$ cat src/rtl/put_get_fifo.sv
// Purpose    : buffered in-order bridge from a put method (EN/RDY) to a get method (EN/RDY), with occupancy and sticky error flags.
// Latency    : a word put in cycle N is presented on get with RDY_get=1 in cycle N+1; there is no bypass when empty.
// Backpressure: RDY_put drops at full and RDY_get drops at empty, both from registered count only, so EN never reaches RDY combinationally.
//
// Ports:
//   CLK, RST          clock (rising edge) and asynchronous active-high reset
//   put, EN_put       put data and enable; written when EN_put && RDY_put
//   RDY_put           not full
//   get, EN_get       head-of-queue data (first-word-fall-through) and dequeue enable
//   RDY_get           not empty; get is only meaningful while this is high
//   CLR               synchronous clear of pointers, count and flags (storage is kept)
//   count             occupancy, 0..DEPTH
//   error_overflow    sticky: EN_put while RDY_put low
//   error_underflow   sticky: EN_get while RDY_get low

module put_get_fifo #(
    parameter int DATA_WIDTH = 1,
    parameter int DEPTH      = 4,
    parameter int CNT_WIDTH  = 3
) (
    input  logic                  CLK,
    input  logic                  RST,
    input  logic [DATA_WIDTH-1:0] put,
    input  logic                  EN_put,
    output logic                  RDY_put,
    output logic [DATA_WIDTH-1:0] get,
    input  logic                  EN_get,
    output logic                  RDY_get,
    input  logic                  CLR,
    output logic [CNT_WIDTH-1:0]  count,
    output logic                  error_overflow,
    output logic                  error_underflow
);

    localparam int PTR_W = $clog2(DEPTH);

    logic [DATA_WIDTH-1:0] mem [DEPTH];
    logic [PTR_W-1:0]      rd_ptr;
    logic [PTR_W-1:0]      wr_ptr;
    logic [CNT_WIDTH-1:0]  cnt;

    logic                  do_put;
    logic                  do_get;

    // Ready flags come from registered occupancy only. At full, RDY_put
    // stays low even when a dequeue happens in the same cycle.
    assign RDY_put = (cnt != CNT_WIDTH'(DEPTH));
    assign RDY_get = (cnt != '0);

    // CLR overrides both methods; enables during CLR are simply ignored.
    assign do_put = EN_put && RDY_put && !CLR;
    assign do_get = EN_get && RDY_get && !CLR;

    assign get   = mem[rd_ptr];
    assign count = cnt;

    // Storage: cleared only by RST, never by CLR.
    always_ff @(posedge CLK or posedge RST) begin
        if (RST) begin
            for (int i = 0; i < DEPTH; i++) begin
                mem[i] <= '0;
            end
        end else if (do_put) begin
            mem[wr_ptr] <= put;
        end
    end

    // Pointers wrap naturally because DEPTH is a power of two.
    always_ff @(posedge CLK or posedge RST) begin
        if (RST) begin
            wr_ptr <= '0;
            rd_ptr <= '0;
        end else if (CLR) begin
            wr_ptr <= '0;
            rd_ptr <= '0;
        end else begin
            if (do_put) begin
                wr_ptr <= wr_ptr + PTR_W'(1);
            end
            if (do_get) begin
                rd_ptr <= rd_ptr + PTR_W'(1);
            end
        end
    end

    // Occupancy: simultaneous put and get leave it unchanged.
    always_ff @(posedge CLK or posedge RST) begin
        if (RST) begin
            cnt <= '0;
        end else if (CLR) begin
            cnt <= '0;
        end else begin
            case ({do_put, do_get})
                2'b10:   cnt <= cnt + CNT_WIDTH'(1);
                2'b01:   cnt <= cnt - CNT_WIDTH'(1);
                default: cnt <= cnt;
            endcase
        end
    end

    // Sticky protocol-error flags; rejected requests leave all other state alone.
    always_ff @(posedge CLK or posedge RST) begin
        if (RST) begin
            error_overflow  <= 1'b0;
            error_underflow <= 1'b0;
        end else if (CLR) begin
            error_overflow  <= 1'b0;
            error_underflow <= 1'b0;
        end else begin
            if (EN_put && !RDY_put) begin
                error_overflow <= 1'b1;
            end
            if (EN_get && !RDY_get) begin
                error_underflow <= 1'b1;
            end
        end
    end

endmodule

$ cat config.mk
export PLATFORM = sky130hd
export DESIGN_NAME = put_get_fifo
export DESIGN_NICKNAME = d
export VERILOG_FILES = /design/src/rtl/put_get_fifo.sv
export SDC_FILE = /design/constraint.sdc
export NUM_CORES = 1
export LEC_CHECK = 0
export CAP_MARGIN = 40
export CORE_MARGIN = 2
export CORE_UTILIZATION = 50
export DETAILED_ROUTE_END_ITERATION = 10
export GPL_TIMING_DRIVEN = 1
export PLACE_DENSITY = 0.72
export SYNTH_ARGS = -nofsm -noshare
export SYNTH_HDL_FRONTEND = slang
export SYNTH_SLANG_ARGS = --single-unit
export TNS_END_PERCENT = 1
$ cat constraint.sdc
create_clock -name CLK -period 2.6 [get_ports CLK]
set_clock_uncertainty 0.2 [all_clocks]
set_input_delay 0.78 -clock CLK [delete_from_list [all_inputs] [get_ports CLK]]
set_output_delay 0.78 -clock CLK [all_outputs]
set_load 0.02 [all_outputs]
### Yosys cells after proc, flatten, opt, wreduce, memory -nomap -nowiden

Cells that the tools add are included.

| operators by class | value |
|---|---|
| shift operators | 0 |
| muxes and demuxes | 16 |
| $add $sub $neg | 4 |
| magnitude comparators | 3 |
| reduce and logical (&&, ||, !) cells | 16 |
| divide/modulo/power cells | 0 |
| equal/unequal tests | 3 |
| $mul | 0 |
| bitwise operators | 2 |

Operator list:

| operator | count |
|---|---|
| 2-bit two-way mux | 4 |
| 2-bit nonzero test | 4 |
| 1-bit logical AND | 7 |
| 1-bit two-way mux | 7 |
| 3-bit >= comparator, second input constant | 2 |
| 2-bit inverter with 3-bit output | 2 |
| 3-bit one-hot mux with 2 select lines | 1 |
| 3-bit nonzero test | 2 |
| 2-bit by 1-bit adder with 2-bit output, second input constant | 2 |
| 4-bit bitwise mux | 1 |
| 3-bit by 1-bit adder with 3-bit output, second input constant | 1 |
| 1-bit zero test | 3 |
| 3-bit by 1-bit < comparator with 1-bit output, second input constant | 1 |
| 3-bit two-way mux | 1 |
| 3-bit inequality test, second input constant | 1 |
| 3-bit by 1-bit subtractor with 3-bit output, second input constant | 1 |
| 1-bit binary-select mux with 2-bit select | 1 |
| 1-bit demux with 2-bit select | 1 |
| 2-bit by 1-bit == test with 1-bit output, second input constant | 1 |
| 2-bit == test, second input constant | 1 |

| storage, ports and cells | value |
|---|---|
| bits in registers | 13 |
| bits in writable memories | 0 |
| bits of input ports | 6 |
| output and inout port bits | 8 |
| bits in latches | 0 |
| bits in read-only memories | 0 |
| memories | 0 |

### Longest topological paths before layout

| logic depth | value |
|---|---|
| word-level depth | 6 |
| depth in mapped cells | 7 |

### Least setup slack after synthesis

Ideal clock, no wire load.

| timing | value |
|---|---|
| path type | input -> register |
| start | input port EN_put |
| end | register cnt[2], in the netlist count[2] |
| path slack | 122 ps |
| data required time | 2318 ps |
| stages on the path | 7 |
| arrival | 2196 ps |
| cells stage by stage | buf_2 -> o21a_1 -> nor3_1 -> fa_1 -> nand2b_1 -> or4_1 -> a31oi_1 |

| between the ends | value |
|---|---|
| cells in the longest elaborated chain, start to end | 5 |
| elaborated cells on any way between the ends | 7 |

RTL lines:

| element | line | text |
|---|---|---|
| from (decl) | 24 | `input logic EN_put,` |
| 1-bit logical AND (*) (2 in a row) | 51 | `assign do_put = EN_put && RDY_put && !CLR;` |
| 2-bit by 1-bit == test with 1-bit output / 2-bit == test (equally long branches) | 93 | `case ({do_put, do_get})` |
| 3-bit one-hot mux with 2 select lines | 93 |  |
| 3-bit two-way mux | 90 | `end else if (CLR) begin` |
| to (signal assigned) | 94 | `2'b10: cnt <= cnt + CNT_WIDTH'(1);` |
| to (signal assigned) | 95 | `2'b01: cnt <= cnt - CNT_WIDTH'(1);` |
| to (signal assigned) | 96 | `default: cnt <= cnt;` |
| to (decl) | 40 | `logic [CNT_WIDTH-1:0] cnt;` |

Every way passes the cells marked *; elsewhere a longest branch is shown, timed or not.
A chain may end at the register's enable or synchronous reset.

### Worst setup path after layout

Same ends and word-level chain as after synthesis.

==> results.yml <==
route:
  ant_nets: 0
  wirelength_um: 1678
  first_pass_iters: 5
  via_count: 680
  drt_iter0_drc: 18
  drc: 0
  vias_per_cell: 5.812
  avgRoutedWirePerCell_um: 14.34
synth:
  synth_area_um2: 799.5
  synth.top_cell.area_share: 0.4069
  synth_top_cell_by_area: "dfrtp_1"
  yosysSeqAreaShare: 0.4069
  avgSynthCellArea_um2: 9.750
  ys_ff_latch: 13
  yosysUniqueCellTypes: 32
  yosys-top-cells-area: "dfrtp_1, ha_1, mux2_2, nand3_1, nor2_1"
  yosysWarningCount: 0
  synthCells: 82
  syn_nets: 93
hold_path:
  hold_depth: 2
  worstHoldPathType: "register to register"
setup_path:
  start_kind: "input port"
  cp_max_fo: 2
  crit_required_ns: 2.59
  worstPathArrival_ns: 2.51
  worstSetupPathType: "input port to register"
  cp-end-kind: "register"
  ff2ff_path_depth: 6
clocking:
  post_cts_buffers: 0
  cts_tree: "done"
  clk_pin_slew_ns: 0.08
  clockBufferDepth: 2
  cts_htree_levels: 1
  root_buffer: "clkbuf_4"
  clk_latency_ns: 0.27
  numClockSinks: 13
  cts_made_buffers: 3
run:
  cap_viol_max_count: 0
floorplanning:
  initial_core_util: 0.5307
  die-area_um2: 1935
  die_w_um: 43.99
  fp.dieH_um: 43.99
  fp-row-count: 14
  core-area_um2: 1506
  io_pins: 14
timing:
  finalHoldViolCount: 0
  slew_headroom: 0.6834
  post-route-min-period_ns: 2.518
  fin_crit_sh: 0.9685
  finalSetupViolCount: 0
  max_freq_mhz: 397.1
  tns_ns: 0
  maxSlewViolCount: 0
  tightest_slew_ns: 0.4744
pwr:
  powerDensity_nw_per_um2: 560.1
  max-vdd-ir-drop_mv: 0.3569
  switching_share: 0.3177
  p_sw_uw: 181.9
  p_clk_frac: 0.209
  seq_power_share: 0.461
  comb_power_share: 0.330
  power.internal_uw: 390.7
  power.leakage_uw: 0.0004529
  p_total_uw: 572.6
global_route:
  grtUsageTotal: 0.2033
  antenna_found_initial: 0
  grt_max_degree: 14
  grt-ovfl-total: 0
  grt_pass1_wl_um: 2898
  grt_pass1_vias: 630
finish:
  diodes: 0
  area.growth.synth_to_final_pct: 27.86
  drive_gt1_frac: 0.2079
  fin_nets: 113
placed_design:
  post-dp-hpwl_um: 1261
  portBuffers: 13
  place.gp.congestion: 0.7245
outcome:
  status: "completed"
-- critical path: stages --
cell and delay, ns:
clkdlybuf4s50_1 0.48, o21a_1 0.15, nor3_1 0.07, fa_2 0.36
nand2b_4 0.15, or4_1 0.39, a31oi_1 0.14
-- power groups by stage --
stage | registers, uW | clock network, uW | logic [uW]
after CTS | 263 | 123 | 188
after floorplan | 262 | 0 | 117
after global routing | 270 | 133 | 210
final | 264 | 120 | 189
after global placement | 265 | 0 | 186
after detailed placement | 267 | 0 | 193
-- per-layer routing --
layer	global-route usage	vias up	routed length [um]
met4	0.07273	0	19
met1	0.2713	334	741
met5	0	-	0
met3	0.02500	2	50
li1	-	329	-
met2	0.3382	15	867
-- worst paths after layout --
path / end / start / slack, ns
worst min register to register: error_underflow / error_underflow / 0.31
worst max register to register: count[2] / count[0] / 0.33
worst min-delay path: error_underflow / error_underflow / 0.31
max in group asynchronous: count[2] / RST / 1.22
min in group asynchronous: count[0] / RST / 0.63
worst max-delay path: count[2] / EN_put / 0.08
-- placed cells by master, fill, tap and decap left out, types with 2 or more instances in the layout --
cell and count:
a31oi_1 2, ha_1 4, nor2_1 8, mux2_2 4
xor2_1 2, dlygate4sd2_1 2, clkdlybuf4s50_1 10, a21oi_1 4
clkbuf_4 3, inv_1 6, nand3_1 8, nor2b_1 2
dfrtp_1 12, buf_4 8, o21ai_0 4
-- sequential cells by signal, summed over array words and instances (netlist names) --
signal,cells
count,3
error_overflow,1
error_underflow,1
mem,4
rd_ptr,2
wr_ptr,2
-- kinds of logic after synthesis --
| family | Yosys count | synth area share |
|---|---|---|
| mux | 5 | 0.08450 |
| xor+xnor | 3 | 0.03287 |
| simple gates | 26 | 0.1737 |
| buf+inv | 12 | 0.06729 |
| compound gates | 18 | 0.1471 |
| fa+ha+maj | 5 | 0.08764 |
| flops | 13 | 0.4069 |
-- cells in the mapped netlist --
cell       instances
nand3_1            8
o41ai_1            1
or4_1              1
o31ai_1            1
o21a_1             1
dfrtp_1           13
mux2_2             4
o311ai_0           1
xnor2_1            1
nand3b_1           1
a211oi_1           1
a2111oi_0          1
nor3_1             2
a31oi_1            2
o21bai_1           1
buf_2              4
mux4_2             1
ha_1               4
nor3b_2            1
inv_1              6
nor2_1             8
a21oi_1            4
o21ai_0            4
or3b_1             1
nand2_1            1
fa_1               1
o221ai_1           1
nor2b_1            2
xor2_1             2
buf_4              1
nand2b_1           1
clkbuf_1           1
-- area by class of cell --
cell class	count	area, um2
well taps	16	20.02
clock buffers	4	26.28
multi-input cells	57	436.7
flip-flops and latches	13	326.6
fillers	134	484.2
repair buffers	21	190.2
inverters	6	22.52
-- per-stage QoR --
step	area (um2)	instances	util	hold slack [ns]	setup WS, ns
6_report	1022	117	0.6786	0.3081	0.08196
4_1_cts	1003	117	0.6661	0.3123	-0.04072
5_1_grt	1022	117	0.6786	0.3412	-0.01598
3_3_place_gp	978.4	113	0.6495	0.2808	-0.2065
2_1_floorplan	799.5	82	-	0.2738	0.1216
3_5_place_dp	978.4	113	0.6495	0.2921	-0.2969
-- repair_timing --
item | CTS | global route
resized for setup | 3 | 5
hold buffers | 0 | 0
pin swaps | 0 | 1
setup endpoints to repair | 4 | 3
(Power assumes the default switching activity.)
